<file path="src/rtl/hack_alu_sequencer_pkg.sv">
`default_nettype none
// ============================================================================
// Package     : hack_alu_sequencer_pkg
// Description : Shared definitions for the Hack control core: FSM state
//               encoding, instruction-register field positions and the
//               jump-condition bit positions.
// Revision    : 1.0 - initial release
// ============================================================================
package hack_alu_sequencer_pkg;

    // FSM state encoding
    localparam logic [2:0] ST_FETCH  = 3'd0;
    localparam logic [2:0] ST_DECODE = 3'd1;
    localparam logic [2:0] ST_READ   = 3'd2;
    localparam logic [2:0] ST_EXEC   = 3'd3;
    localparam logic [2:0] ST_WRITE  = 3'd4;

    typedef enum logic [2:0] {
        S_FETCH  = ST_FETCH,
        S_DECODE = ST_DECODE,
        S_READ   = ST_READ,
        S_EXEC   = ST_EXEC,
        S_WRITE  = ST_WRITE
    } state_t;

    // Instruction register fields
    localparam int IR_CI = 15;  // 1 = C-instruction, 0 = A-instruction
    localparam int IR_A  = 12;  // ALU y operand: 1 = M-latch, 0 = A
    localparam int IR_ZX = 11;
    localparam int IR_NX = 10;
    localparam int IR_ZY = 9;
    localparam int IR_NY = 8;
    localparam int IR_F  = 7;
    localparam int IR_NO = 6;
    localparam int IR_DA = 5;
    localparam int IR_DD = 4;
    localparam int IR_DM = 3;

    // Jump condition bits
    localparam int JMP_LT = 2;
    localparam int JMP_EQ = 1;
    localparam int JMP_GT = 0;

endpackage : hack_alu_sequencer_pkg
`default_nettype wire

</file>
<file path="src/rtl/hack_alu_sequencer_alu.sv">
`default_nettype none
// ============================================================================
// Module      : hack_alu_sequencer_alu
// Description : Combinational 16-bit Hack ALU.
//               i_x, i_y           : operands
//               i_zx/i_nx          : zero / invert x
//               i_zy/i_ny          : zero / invert y
//               i_f                : 1 = add, 0 = and
//               i_no               : invert result
//               o_out, o_zr, o_ng  : result, result==0, result<0
// Revision    : 1.0 - initial release
// ============================================================================
module hack_alu_sequencer_alu (
    input  logic [15:0] i_x,
    input  logic [15:0] i_y,
    input  logic        i_zx,
    input  logic        i_nx,
    input  logic        i_zy,
    input  logic        i_ny,
    input  logic        i_f,
    input  logic        i_no,
    output logic [15:0] o_out,
    output logic        o_zr,
    output logic        o_ng
);

    logic [15:0] w_x0;
    logic [15:0] w_x1;
    logic [15:0] w_y0;
    logic [15:0] w_y1;
    logic [15:0] w_fn;

    assign w_x0  = i_zx ? 16'h0000 : i_x;
    assign w_x1  = i_nx ? ~w_x0 : w_x0;
    assign w_y0  = i_zy ? 16'h0000 : i_y;
    assign w_y1  = i_ny ? ~w_y0 : w_y0;
    assign w_fn  = i_f ? (w_x1 + w_y1) : (w_x1 & w_y1);
    assign o_out = i_no ? ~w_fn : w_fn;
    assign o_zr  = (o_out == 16'h0000);
    assign o_ng  = o_out[15];

endmodule : hack_alu_sequencer_alu
`default_nettype wire

</file>
<file path="src/rtl/hack_alu_sequencer.sv">
`default_nettype none
// ============================================================================
// Module      : hack_alu_sequencer
// Description : Multi-cycle Hack-ISA control core. Fetches instructions over
//               a valid handshake, decodes C-instruction comp bits onto the
//               ALU controls, owns A, D and PC, and performs M reads/writes
//               over valid/ack handshakes.
//               clk, rst_n                     : clock, async active-low reset
//               imem_req/addr/rdata/valid      : instruction ROM port
//               dmem_addr/rd/rdata/rvalid      : data RAM read port
//               dmem_wr/wdata/wack             : data RAM write port
//               pc                             : current PC (debug)
// Revision    : 1.0 - initial release
// ============================================================================
module hack_alu_sequencer
    import hack_alu_sequencer_pkg::*;
#(
    parameter int                ADDR_W   = 15,
    parameter logic [ADDR_W-1:0] RESET_PC = '0
) (
    input  logic              clk,
    input  logic              rst_n,
    output logic              imem_req,
    output logic [ADDR_W-1:0] imem_addr,
    input  logic [15:0]       imem_rdata,
    input  logic              imem_valid,
    output logic [ADDR_W-1:0] dmem_addr,
    output logic              dmem_rd,
    input  logic [15:0]       dmem_rdata,
    input  logic              dmem_rvalid,
    output logic              dmem_wr,
    output logic [15:0]       dmem_wdata,
    input  logic              dmem_wack,
    output logic [ADDR_W-1:0] pc
);

    state_t            r_state;
    state_t            w_next;
    logic [15:0]       r_ir;
    logic [15:0]       r_a;
    logic [15:0]       r_d;
    logic [15:0]       r_m;
    logic [15:0]       r_wdata;
    logic [ADDR_W-1:0] r_pc;
    logic [ADDR_W-1:0] r_waddr;

    logic [15:0]       w_y;
    logic [15:0]       w_out;
    logic              w_zr;
    logic              w_ng;
    logic              w_jump;
    logic [ADDR_W-1:0] w_pc_inc;

    assign w_y      = r_ir[IR_A] ? r_m : r_a;
    assign w_pc_inc = r_pc + ADDR_W'(1);   // wraps modulo 2^ADDR_W
    assign w_jump   = (r_ir[JMP_LT] & w_ng)
                    | (r_ir[JMP_EQ] & w_zr)
                    | (r_ir[JMP_GT] & ~w_zr & ~w_ng);

    hack_alu_sequencer_alu u_alu (
        .i_x   (r_d),
        .i_y   (w_y),
        .i_zx  (r_ir[IR_ZX]),
        .i_nx  (r_ir[IR_NX]),
        .i_zy  (r_ir[IR_ZY]),
        .i_ny  (r_ir[IR_NY]),
        .i_f   (r_ir[IR_F]),
        .i_no  (r_ir[IR_NO]),
        .o_out (w_out),
        .o_zr  (w_zr),
        .o_ng  (w_ng)
    );

    assign imem_addr = r_pc;
    assign pc        = r_pc;

    always_ff @(posedge clk or negedge rst_n) begin
        if (!rst_n) begin
            r_state <= S_FETCH;
        end else begin
            r_state <= w_next;
        end
    end

    always_comb begin
        w_next     = r_state;
        imem_req   = 1'b0;
        dmem_rd    = 1'b0;
        dmem_wr    = 1'b0;
        dmem_addr  = '0;
        dmem_wdata = 16'h0000;
        case (r_state)
            S_FETCH: begin
                // The state register already sits in FETCH during reset;
                // qualifying with rst_n keeps the request low until release.
                imem_req = rst_n;
                if (imem_valid) begin
                    w_next = S_DECODE;
                end
            end
            S_DECODE: begin
                if (!r_ir[IR_CI]) begin
                    w_next = S_FETCH;
                end else if (r_ir[IR_A]) begin
                    w_next = S_READ;
                end else begin
                    w_next = S_EXEC;
                end
            end
            S_READ: begin
                dmem_rd   = 1'b1;
                dmem_addr = r_a[ADDR_W-1:0];
                if (dmem_rvalid) begin
                    w_next = S_EXEC;
                end
            end
            S_EXEC: begin
                w_next = r_ir[IR_DM] ? S_WRITE : S_FETCH;
            end
            S_WRITE: begin
                dmem_wr    = 1'b1;
                dmem_addr  = r_waddr;
                dmem_wdata = r_wdata;
                if (dmem_wack) begin
                    w_next = S_FETCH;
                end
            end
            default: begin
                w_next = S_FETCH;
            end
        endcase
    end

    always_ff @(posedge clk or negedge rst_n) begin
        if (!rst_n) begin
            r_ir    <= 16'h0000;
            r_a     <= 16'h0000;
            r_d     <= 16'h0000;
            r_m     <= 16'h0000;
            r_wdata <= 16'h0000;
            r_waddr <= '0;
            r_pc    <= RESET_PC;
        end else begin
            case (r_state)
                S_FETCH: begin
                    if (imem_valid) begin
                        r_ir <= imem_rdata;
                    end
                end
                S_DECODE: begin
                    if (!r_ir[IR_CI]) begin
                        r_a  <= {1'b0, r_ir[IR_CI-1:0]};
                        r_pc <= w_pc_inc;
                    end
                end
                S_READ: begin
                    if (dmem_rvalid) begin
                        r_m <= dmem_rdata;
                    end
                end
                S_EXEC: begin
                    // Jump target and write address read r_a before the
                    // dA update lands, so they always see the old A.
                    if (r_ir[IR_DD]) begin
                        r_d <= w_out;
                    end
                    if (r_ir[IR_DA]) begin
                        r_a <= w_out;
                    end
                    r_pc <= w_jump ? r_a[ADDR_W-1:0] : w_pc_inc;
                    if (r_ir[IR_DM]) begin
                        r_waddr <= r_a[ADDR_W-1:0];
                        r_wdata <= w_out;
                    end
                end
                default: begin
                end
            endcase
        end
    end

endmodule : hack_alu_sequencer
`default_nettype wire

</file>
<file path="config.mk">
export PLATFORM = sky130hd
export DESIGN_NAME = hack_alu_sequencer
export DESIGN_NICKNAME = d
export VERILOG_FILES = /design/src/rtl/hack_alu_sequencer_pkg.sv /design/src/rtl/hack_alu_sequencer_alu.sv /design/src/rtl/hack_alu_sequencer.sv
export SDC_FILE = /design/constraint.sdc
export NUM_CORES = 1
export LEC_CHECK = 0
export CAP_MARGIN = 20
export CELL_PAD_IN_SITES_DETAIL_PLACEMENT = 2
export CELL_PAD_IN_SITES_GLOBAL_PLACEMENT = 2
export CORE_MARGIN = 1.5
export CORE_UTILIZATION = 30
export DETAILED_ROUTE_END_ITERATION = 10
export PLACE_DENSITY = 0.77
export SYNTH_ARGS = -nofsm -noshare
export SYNTH_HDL_FRONTEND = slang
export SYNTH_HIERARCHICAL = 1
export SYNTH_SLANG_ARGS = --single-unit
</file>
<file path="constraint.sdc">
create_clock -name clk -period 4.2 [get_ports clk]
set_input_delay 0.42 -clock clk [delete_from_list [all_inputs] [get_ports clk]]
set_output_delay 0.42 -clock clk [all_outputs]
set_load 0.05 [all_outputs]
</file>
==> metrics.yaml <==
drive_above_1_share_pct: 26.1
crit_required_ps: 4520
final_common_cell: "buf_4"
post-place-ws_ps: -645
slew_headroom_pct: 42.7
synth_fa_ha_area_share_pct: 3.14
crit_path_end: "imem_addr[13]$_DFFE_PN0P_"
synth_area_leaders: "dfrtp_1 (38%), mux2_1 (13%), xnor2_1 (5.6%)"
clockBufferDepth: 2
fmax_mhz: 210
setup_violations: 15
drt_iter0_markers: 358
crit_fanout: 7
die_w_um: 160
core_area_sq_um: 24200
tightestPinTransition_ps: 859
synth_area_per_cell_sq_um: 10.5
clock-sinks: 113
status: "complete, but fails checks"
critPathTopFamily: "compound AO/OA/AOI/OAI gates"
setup_tns_ps: -7470
portBuffers: 100
yosysTopAreaCellShare_pct: 38.2
grt_pass1_wl_um: 47100
diodes: 0
grt_max_degree: 66
die_h_um: 160
crit_chain: "mux2_4 > nand2b_4 > xnor2_2 > ha_2 > fa_2 > a21o_1 > a211o_1 > a31oi_2 > buf_4 > buf_4 > nand4_1 > mux2i_2 > o221ai_2 > a211oi_4 > a22o_1 > o21ai_4 > buf_12 > bufbuf_16 > o221a_4"
yosysSeqAreaShare_pct: 38.2
first_pass_iters: 4
utilization_pct: 42.8
design_area_sq_um: 10400
hold_buffers: 0
synth_area_sq_um: 7400
r2r_setup_slack_ps: -550
startpoint_type: "flop"
clk_root_buffer_cell: "clkbuf_16"
mostFrequentLayoutCells: "buf_4 (118), dfrtp_1 (112), clkdlybuf4s50_1 (99)"
placed_area_sq_um: 9320
slowest_delay_ps: 480
grt_pass1_vias: 7403
hpwl_um: 20600
overflow: 0
hold_viol_final: 0
htree_levels: 4
muxShareOfSynthArea_pct: 18.8
path_class: "reg -> reg"
reg2reg_depth: 19
cts_buffers: 17
synthToLayoutAreaGrowth_pct: 40.3
synth_top_family_by_area: "multiplexers"
synthCells: 707
synth-xor-area-share_pct: 6.03
ys_ff_latch: 113
worstSetupStartpoint: "r_ir[12]$_DFFE_PN0P_"
cpMostUsedCell: "buf_4"
path_buf_inv: 4
synth-simple-area-share_pct: 15.8
drt_wl_total_um: 30900
crit_path_end_kind: "flop"
hold_class: "in -> async"
nets: 942
initial_core_util_pct: 30.5
yosys_warnings: 6
r2r_end: "imem_addr[13]$_DFFE_PN0P_"
cp_slowest_cell: "dfrtp_2"
layout_min_cycle_time_ps: 4750
clock_latency_ps: 440
ant_nets: 0
via_count: 6619
synth_fp_nets: 762
wl_per_cell_um: 25.3
maxSlewViolCount: 0
rsz0062_at_grt: "true"
synth_compound_area_share_pct: 12.5
track_usage_pct: 24.3
antenna_found_initial: 0
dieArea_sq_um: 25600
finClkSkew_ps: 29.6
yosys.area.top_type: "dfrtp_1"
async_flop_share_pct: 100
drc: 0
drv_cap: 0
cp.arrival_ps: 5070
fp-row-count: 57
ys_types: 77
synth_ff_type: "dfrtp_1"
gp_congestion: 0.834
synth-edff-count: 0
violations: "negative setup slack"
path_clk_slew_ps: 60
via_per_inst: 5.41
cts_tree: "done"
final.period_utilization_pct: 113
fin_ws_ps: -551
r2r_start: "r_ir[12]$_DFFE_PN0P_"
path_depth: 19
io_pins: 101
## cells in the mapped netlist, drive strengths merged (5+ instances only)
master and n:
dfrtp 113, mux2 97, xnor2 47, buf 46, nand2 43, nand2b 34
mux2i 30, o21ai 29, a21oi 20, nand3 20, and2 19, clkbuf 19
nor2 19, ha 17, a22o 16, inv 11, nand4 9, nor3 8
nor4 7, nor4b 7, a21o 6, o211ai 6, or4 6, a211oi 5
nor2b 5, nor3b 5, o21a 5, or3 5
## state kept, by name, indices dropped and copies added (netlist names)
signal     count
r_a           16
r_d           16
r_ir          16
r_m           16
r_wdata       16
imem_addr     15
r_waddr       15
r_state        3
## metrics by stage
step                hold slack [ps]  cells
floorplan                       124    707
global placement                469   1178
detailed placement              476   1178
CTS                            42.0   1219
global route                   72.4   1224
finish                         13.8   1224
## worst reg2reg max path: cells and delay by family (launching register included)
kind	cells	cell delay [ps]
xor+xnor	1	90
flops	1	480
compound gates	8	1910
simple gates	2	210
mux	2	640
fa+ha+maj	2	610
buf+inv	4	690
## how the worst min path moves through the flow
stage | startpoint | end | slack [ps] | depth (start not counted)
floorplan | rst_n | imem_addr[0]$_DFFE_PN0P_ | 120 | 0
global placement | r_wdata[3]$_DFFE_PN0P_ | r_wdata[3]$_DFFE_PN0P_ | 470 | 1
detailed placement | r_wdata[10]$_DFFE_PN0P_ | r_wdata[10]$_DFFE_PN0P_ | 480 | 1
CTS | rst_n | r_d[5]$_DFFE_PN0P_ | 40 | 1
global route | rst_n | r_d[5]$_DFFE_PN0P_ | 70 | 1
finish | rst_n | r_ir[2]$_DFFE_PN0P_ | 10 | 1
## routing by layer
layer	global-route usage, %	vias to the layer above	share of wire [%]
met5	0	-	0
met4	8.71	0	2.8
met3	3.71	58	3.4
met2	43.4	207	52
met1	29.5	3451	42
li1	-	2903	-
## kinds of logic (layout without fill, tap and decap cells)
group | Yosys count | count (layout)
muxes | 127 | 127
xor gates and xnor gates | 51 | 51
and+or+nand+nor | 197 | 197
DFF | 113 | 113
adders and majority gates | 18 | 18
AOI/OAI and AO/OA | 125 | 125
buffers and inverters | 76 | 269
## timing repair
| item | 4_1_cts | 5_1_grt |
|---|---|---|
| pin swaps | 28 | 15 |
| setup endpoints to repair | 15 | 15 |
| resized for setup | 27 | 30 |
| buffers inserted | 8 | 6 |
| hold endpoints to repair | 0 | 0 |
| gates cloned | 1 | 0 |
## layout make-up
cell class	count	area, sq um
repair buffers	226	2030
clock inverters	15	185
fillers	2503	13900
multi-input cells	518	4460
inverters	11	41.3
clock buffers	17	425
well taps	324	405
flip-flops and latches	113	2830
Power is left out: the tool's default activity adds up to more than one toggle a clock period on the data nets, which glitch-free logic cannot reach.
